### src/rtl/dmem_responder_pkg.sv
// Shared definitions for the data-memory responder: FSM encodings, the
// wait-state limit, per-access operation flags and the window decode helper.
// The optional error flag is controlled by the macro DMEM_RESP_ERR_EN.
package dmem_responder_pkg;

    // Largest supported WAIT_STATES value and the counter width that holds it.
    localparam int WAIT_STATES_MAX = 15;
    localparam int CNT_BITS        = 4;

    typedef enum logic [1:0] {
        IDLE = 2'd0,
        WAIT = 2'd1,
        RESP = 2'd2
    } state_t;

    // Operation flags captured with an access. When both r and w are
    // requested, the access is treated as a read, so wr is only ever set
    // for a pure write.
    typedef struct packed {
        logic rd;
        logic wr;
        logic hit;
    } op_t;

    // True when the address upper bits match the base window bits.
    function automatic logic in_window(input logic [15:0] adr,
                                       input logic [15:0] base,
                                       input int          adr_bits);
        return (adr >> adr_bits) == (base >> adr_bits);
    endfunction

endpackage

### src/rtl/dmem_responder_if.sv
// Initiator/responder bus for the data-memory responder. The error flag
// only exists when DMEM_RESP_ERR_EN is defined.
interface dmem_responder_if;

    logic [15:0] d_mem_adr;
    logic        d_mem_r;
    logic        d_mem_w;
    logic [15:0] d_mem_wdata;
    logic [15:0] d_mem_rdata;
    logic        d_mem_rdy;

`ifdef DMEM_RESP_ERR_EN
    logic        d_mem_err;

    modport master (
        output d_mem_adr, d_mem_r, d_mem_w, d_mem_wdata,
        input  d_mem_rdata, d_mem_rdy, d_mem_err
    );

    modport slave (
        input  d_mem_adr, d_mem_r, d_mem_w, d_mem_wdata,
        output d_mem_rdata, d_mem_rdy, d_mem_err
    );
`else
    modport master (
        output d_mem_adr, d_mem_r, d_mem_w, d_mem_wdata,
        input  d_mem_rdata, d_mem_rdy
    );

    modport slave (
        input  d_mem_adr, d_mem_r, d_mem_w, d_mem_wdata,
        output d_mem_rdata, d_mem_rdy
    );
`endif

endinterface

### src/rtl/dmem_ram_sp.sv
// Single-port 2^ADR_BITS x 16 storage: synchronous write, combinational read
// on the same address port.
module dmem_ram_sp #(
    parameter int ADR_BITS = 8
) (
    input  logic                clk,
    input  logic                we,
    input  logic [ADR_BITS-1:0] adr,
    input  logic [15:0]         wdata,
    output logic [15:0]         rdata
);

    logic [15:0] mem [0:(1 << ADR_BITS) - 1];

    // Commit a write on the rising edge when enabled.
    // NOTE: the storage array has no reset; contents survive a_rst and
    // clearing them would force a register-based implementation.
    always_ff @(posedge clk) begin
        if (we) begin
            mem[adr] <= wdata;
        end
    end

    assign rdata = mem[adr];

endmodule

### src/rtl/dmem_responder.sv
// Data-memory responder: accepts a read or write request, waits WAIT_STATES
// cycles, then pulses d_mem_rdy for one cycle. Accesses outside the
// BASE_ADR window complete normally but read zero and drop writes.
// Define DMEM_RESP_ERR_EN to add the d_mem_err flag for out-of-window and
// simultaneous read/write accesses.
module dmem_responder
    import dmem_responder_pkg::*;
#(
    parameter int          WAIT_STATES = 1,
    parameter int          ADR_BITS    = 8,
    parameter logic [15:0] BASE_ADR    = 16'h0000
) (
    input logic             clk,
    input logic             a_rst,
    dmem_responder_if.slave bus
);

    localparam int WS_CLAMPED = (WAIT_STATES > WAIT_STATES_MAX) ? WAIT_STATES_MAX : WAIT_STATES;
    localparam logic [CNT_BITS-1:0] WS_INIT = CNT_BITS'(WS_CLAMPED);
    localparam logic [CNT_BITS-1:0] CNT_ONE = CNT_BITS'(1);

    state_t              state;
    logic [CNT_BITS-1:0] cnt;

    // Access captured when leaving IDLE.
    logic [ADR_BITS-1:0] cur_idx;
    logic [15:0]         cur_wdata;
    op_t                 cur_op;

    // Registered outputs.
    logic                rdy_q;
    logic [15:0]         rdata_q;

    // Live request decode and the access currently being serviced.
    logic                req_any;
    op_t                 req_op;
    logic [ADR_BITS-1:0] acc_idx;
    logic                acc_rd;
    logic                acc_hit;

    logic                go_resp;
    logic                ram_we;
    logic [15:0]         ram_q;

    // Decode the live bus request.
    always_comb begin
        req_any    = bus.d_mem_r | bus.d_mem_w;
        req_op.rd  = bus.d_mem_r;
        req_op.wr  = bus.d_mem_w & ~bus.d_mem_r;
        req_op.hit = in_window(bus.d_mem_adr, BASE_ADR, ADR_BITS);
    end

    // Select the access in flight: the live request while IDLE (needed for
    // the zero-wait path), otherwise the captured one.
    // NOTE: every output of a combinational block is assigned on every path,
    // so no latch is inferred.
    always_comb begin
        if (state == IDLE) begin
            acc_idx = bus.d_mem_adr[ADR_BITS-1:0];
            acc_rd  = req_op.rd;
            acc_hit = req_op.hit;
        end else begin
            acc_idx = cur_idx;
            acc_rd  = cur_op.rd;
            acc_hit = cur_op.hit;
        end
    end

    // Decide whether the next cycle is the RESP cycle, and whether the
    // storage write commits at the edge that ends RESP.
    always_comb begin
        go_resp = req_any &&
                  (((state == IDLE) && (WS_INIT == '0)) ||
                   ((state == WAIT) && (cnt <= CNT_ONE)));
        ram_we  = (state == RESP) && cur_op.wr && cur_op.hit;
    end

    dmem_ram_sp #(
        .ADR_BITS (ADR_BITS)
    ) u_ram (
        .clk   (clk),
        .we    (ram_we),
        .adr   (acc_idx),
        .wdata (cur_wdata),
        .rdata (ram_q)
    );

`ifdef DMEM_RESP_ERR_EN
    logic req_err;
    logic cur_err;
    logic acc_err;
    logic err_q;

    // Flag out-of-window and simultaneous read/write requests.
    always_comb begin
        req_err = ~req_op.hit | (bus.d_mem_r & bus.d_mem_w);
        acc_err = (state == IDLE) ? req_err : cur_err;
    end

    // Register the error flag so it is high only in the RESP cycle.
    always_ff @(posedge clk) begin
        if (a_rst) begin
            err_q   <= 1'b0;
            cur_err <= 1'b0;
        end else begin
            if ((state == IDLE) && req_any) begin
                cur_err <= req_err;
            end
            err_q <= go_resp & acc_err;
        end
    end

    assign bus.d_mem_err = err_q;
`endif

    // Access sequencer: IDLE -> WAIT (counted) -> RESP -> IDLE, with
    // registered ready and read data.
    // NOTE: state registers use non-blocking assignments so every register
    // samples pre-edge values regardless of statement order.
    always_ff @(posedge clk) begin
        if (a_rst) begin
            state     <= IDLE;
            cnt       <= '0;
            rdy_q     <= 1'b0;
            rdata_q   <= 16'h0000;
            cur_idx   <= '0;
            cur_wdata <= 16'h0000;
            cur_op    <= '0;
        end else begin
            rdy_q <= go_resp;
            if (go_resp && acc_rd) begin
                rdata_q <= acc_hit ? ram_q : 16'h0000;
            end

            case (state)
                IDLE: begin
                    if (req_any) begin
                        cur_idx   <= bus.d_mem_adr[ADR_BITS-1:0];
                        cur_wdata <= bus.d_mem_wdata;
                        cur_op    <= req_op;
                        cnt       <= WS_INIT;
                        state     <= go_resp ? RESP : WAIT;
                    end
                end

                WAIT: begin
                    if (!req_any) begin
                        // Initiator withdrew: abandon silently.
                        cnt   <= '0;
                        state <= IDLE;
                    end else if (go_resp) begin
                        cnt   <= '0;
                        state <= RESP;
                    end else begin
                        cnt <= cnt - CNT_ONE;
                    end
                end

                RESP: begin
                    state <= IDLE;
                end

                default: begin
                    state <= IDLE;
                end
            endcase
        end
    end

    assign bus.d_mem_rdy   = rdy_q;
    assign bus.d_mem_rdata = rdata_q;

endmodule

### src/flat_wrapper.sv
// flat-port wrapper written by rule: the top's interface ports become plain ports
module dmem_responder_flat import dmem_responder_pkg::*;
#(
    parameter int          WAIT_STATES = 1,
    parameter int          ADR_BITS    = 8,
    parameter logic [15:0] BASE_ADR    = 16'h0000
)
  (clk, a_rst, bus_d_mem_adr, bus_d_mem_r, bus_d_mem_w, bus_d_mem_wdata, bus_d_mem_rdata, bus_d_mem_rdy);
  dmem_responder_if bus_i ();
  input logic clk;
  input logic a_rst;
  input wire logic [$bits(bus_i.d_mem_adr)-1:0] bus_d_mem_adr;
  input wire logic [$bits(bus_i.d_mem_r)-1:0] bus_d_mem_r;
  input wire logic [$bits(bus_i.d_mem_w)-1:0] bus_d_mem_w;
  input wire logic [$bits(bus_i.d_mem_wdata)-1:0] bus_d_mem_wdata;
  output wire logic [$bits(bus_i.d_mem_rdata)-1:0] bus_d_mem_rdata;
  output wire logic [$bits(bus_i.d_mem_rdy)-1:0] bus_d_mem_rdy;
  assign bus_i.d_mem_adr = bus_d_mem_adr;
  assign bus_i.d_mem_r = bus_d_mem_r;
  assign bus_i.d_mem_w = bus_d_mem_w;
  assign bus_i.d_mem_wdata = bus_d_mem_wdata;
  assign bus_d_mem_rdata = bus_i.d_mem_rdata;
  assign bus_d_mem_rdy = bus_i.d_mem_rdy;
  dmem_responder #(.WAIT_STATES(WAIT_STATES), .ADR_BITS(ADR_BITS), .BASE_ADR(BASE_ADR)) u_core (.clk(clk), .a_rst(a_rst), .bus(bus_i));
endmodule
### config.mk
export PLATFORM = sky130hd
export DESIGN_NAME = dmem_responder_flat
export DESIGN_NICKNAME = d
export VERILOG_FILES = /design/src/rtl/dmem_responder_pkg.sv /design/src/rtl/dmem_responder_if.sv /design/src/rtl/dmem_ram_sp.sv /design/src/rtl/dmem_responder.sv /design/src/flat_wrapper.sv
export SDC_FILE = /design/constraint.sdc
export NUM_CORES = 2
export LEC_CHECK = 0
export CAP_MARGIN = 20
export CORE_ASPECT_RATIO = 1.1
export CORE_UTILIZATION = 36
export CTS_BUF_LIST = sky130_fd_sc_hd__clkbuf_4 sky130_fd_sc_hd__clkbuf_8
export CTS_CLUSTER_SIZE = 16
export DETAILED_ROUTE_END_ITERATION = 16
export PLACE_DENSITY_LB_ADDON = 0.08
export SKIP_LAST_GASP = 1
export SLEW_MARGIN = 30
export SYNTH_ARGS = -nofsm -noshare
export SYNTH_HDL_FRONTEND = slang
export SYNTH_SLANG_ARGS = --single-unit
### constraint.sdc
create_clock -name clk -period 4.8 [get_ports clk]
set_clock_uncertainty 0.2 [all_clocks]
set_input_delay 0.72 -clock clk [delete_from_list [all_inputs] [get_ports clk]]
set_output_delay 0.72 -clock clk [all_outputs]
set_load 0.01 [all_outputs]
==> flow_metrics.py <==
metrics = {
    "status": {
        "outcome": "finished clean",
    },
    "clock_tree": {
        "clockBufferDepth": 4,
        "tritoncts": "done",
        "root_buffer": "clkbuf_8",
        "clk_pin_slew_ns": 0.07,
        "cts_made_buffers": 685,
        "numClockSinks": 4146,
        "clk_latency_ns": 1.26,
        "htreeDepth": 6,
    },
    "timing": {
        "tightest_slew_ns": 1.02,
        "setup_viol": 0,
        "max_freq_ghz": 0.215,
        "period_share_pct": 96.9,
        "fin_crit_ns": 4.65,
        "slew_headroom_pct": 30.9,
        "fin_ws_ns": 0.148,
        "slew_viol_final": 0,
        "rsz0062_at_grt": "no",
        "whs_ns": 0.115,
        "hold_viol": 0,
        "setup_tns_ns": 0,
    },
    "floorplanning": {
        "die_area_um2": 420000,
        "dieHeight_um": 680,
        "floorplan.rows": 248,
        "core_area_um2": 415000,
        "die_x_um": 618,
        "io_pins": 53,
        "initial_core_util_pct": 36.2,
    },
    "power": {
        "powerDensity_nw_per_um2": 439,
        "irDropWorstVdd_mv": 0.310,
        "leakage_uw": 0.0563,
    },
    "route": {
        "drc": 0,
        "firstDrtPassIters": 6,
        "drt_wl_total_mm": 531,
        "route.vias.total": 91500,
        "wl_per_cell_um": 33.5,
        "viasPerCell": 5.77,
        "drtIter0Drc": 10000,
        "final_antenna_net_count": 0,
    },
    "layout": {
        "drive_gt1_share_pct": 22.2,
        "layout.nets": 9863,
        "final_core_util_pct": 43.4,
        "instances_no_fill": 15900,
        "area_growth_pct": 20.0,
    },
    "placed_design": {
        "dp.cells": 14600,
        "pre_cts_ws_ns": -0.615,
        "hpwl_mm": 314,
        "port_buffers": 52,
        "gp_congestion": 0.829,
    },
    "logic_synthesis": {
        "synth_seq_area_share_pct": 82.5,
        "ys_types": 52,
        "ys_warn_count": 0,
        "synth_area_um2": 150000,
        "synth.largest_area_cell": "edfxtp_1",
        "ys.flop_type": "edfxtp_1",
        "async_flop_share_pct": 0,
        "synth_nets": 8713,
        "netlist_top_cells_area": "edfxtp_1 (82%), o22ai_1 (8.1%), o21ai_0 (3.1%)",
        "synth-edff-count": 4096,
        "yosysMostFrequentCell": "edfxtp_1",
        "synthDominantCellAreaShare_pct": 81.8,
        "syn_avg_cell_area_um2": 17.3,
        "synth-seq-cells": 4146,
        "synth_commonest_cells": "edfxtp_1 (4096), o22ai_1 (1952), o21ai_0 (916)",
        "syn_inst": 8675,
    },
    "worst_setup_path": {
        "worstSetupPathType": "reg2reg",
        "ff2ff_path_depth": 12,
        "cp-start-kind": "register",
        "crit-reg2reg-capture": "u_core.bus.d_mem_rdata[14]",
        "crit_path_end_kind": "register",
        "crit_required_ns": 5.69,
        "worstPathMaxFanout": 18,
        "r2r_start": "u_core.state[1]",
        "crit_arrival_ns": 5.55,
        "r2r_slack_ns": 0.15,
    },
    "flow_run": {
        "max_cap_violations": 0,
    },
    "global_routing": {
        "grt_max_degree": 147,
        "grt_overflow": 0,
        "antenna_found_initial": 35,
        "grt_pass1_wl_mm": 732,
        "grt_pass1_vias": 91800,
        "track_usage_pct": 24.6,
    },
    "min_path": {
        "min_path_type": "in2reg",
        "hold_start": "bus_d_mem_adr[5]",
        "hold_depth": 3,
        "holdPathEnd": "u_core.cur_idx[5]",
    },
}
-- report_power, final --
part	internal (uW)	switching [uW]
combinational	2490	5750
clock	16100	14300
sequential	40200	264
-- stage by stage --
stage	total power, uW	instance area (um2)
2_1_floorplan	45100	150000
3_3_place_gp	49400	167000
3_5_place_dp	49500	167000
4_1_cts	79800	180000
5_1_grt	81600	180000
6_report	79100	180000
-- how the worst max path moves through the flow --
stage | to | slack, ns | depth (start not counted) | from
floorplan | u_core.u_ram.mem[0][0] | 0.35 | 0 | u_core.cur_wdata[0]
global placement | u_core.bus.d_mem_rdata[4] | -0.92 | 12 | bus_d_mem_adr[1]
detailed placement | u_core.bus.d_mem_rdata[14] | -0.61 | 12 | bus_d_mem_adr[1]
CTS | u_core.bus.d_mem_rdata[4] | 0.03 | 11 | u_core.state[1]
global route | u_core.bus.d_mem_rdata[3] | 0.1 | 13 | u_core.state[1]
finish | u_core.bus.d_mem_rdata[14] | 0.15 | 12 | u_core.state[1]
-- cells by family (layout without fill, tap and decap cells) --
family                   after synthesis  in the layout  synth area share [%]
multiplexers                           5              5                0.0433
AO/OA/AOI/OAI                       3427           3427                  14.2
adder cells (fa/ha/maj)                2              2                0.0166
flip-flops                          4146           4146                  82.5
AND/OR/NAND/NOR                      448            448                  1.26
buffers and inverters                647           2319                  2.02
other                                  0             18                     0
-- cells in the final DEF, fill, tap and decap left out, drive strengths merged, types with 4 or more instances in the layout --
cell type,count
dlygate4sd3,32
a41oi,243
o22ai,1952
nand3b,6
and3,6
nor2,279
clkinv,196
clkbuf,958
o21a,6
o41ai,45
nand2,82
buf,1019
nor4,13
or3,4
o21ai,999
nand4,9
clkdlybuf4s50,51
edfxtp,4096
o31ai,4
nand3,26
a22o,64
nand2b,8
a221oi,64
diode,18
a32oi,7
inv,38
dfxtp,50
a21oi,36
clkinvlp,16
bufinv,9
-- state kept, by name, indices dropped and copies added, names as in the netlist --
register and flops:
u_core.state 2, u_core.cur_idx 8, u_core.u_ram.mem 4096, u_core.cnt 4, u_core.bus.d_mem_rdata 16, u_core.cur_wdata 16, u_core.cur_op 3, u_core.bus.d_mem_rdy 1
-- metal layers --
metal | share of wire (%) | global-route usage, % | vias to the layer above
li1 | - | - | 39000
met1 | 42 | 33.4 | 48300
met2 | 49 | 41.2 | 3464
met3 | 6.1 | 3.69 | 736
met4 | 2.9 | 7.14 | 6
met5 | 0.0072 | 0 | -
-- what timing repair did --
action / 4_1_cts / 5_1_grt
buffers inserted: 0 / 0
endpoints found under the hold margin: 34 / 0
gates resized for setup: 3 / 1
pin swaps: 0 / 0
gates cloned: 0 / 0
endpoints found under the setup margin: 2 / 2
hold buffers: 32 / 0
-- area by class of cell --
class                   instances  area [um2]
diodes                         18        45.0
inverters                       8        30.0
repair buffers               1102       12100
well taps                    5500        6880
flip-flops and latches       4146      124000
clock buffers                 958       11600
fillers                     36900      235000
multi-input cells            3882       24100
clock inverters               251        1590
-- critical path: stages, from the launching register on --
cell and delay, ns:
dfxtp_1 0.38, or2_2 0.47, buf_4 0.22, mux2i_4 0.34, buf_4 0.35, a22o_1 0.28, a221oi_1 0.30, o22ai_1 0.12
o21ai_0 0.60, a41oi_1 0.34, buf_4 0.27, a2111oi_2 0.48, o21ai_1 0.14
Note: power is estimated with default switching activity, not from simulation.
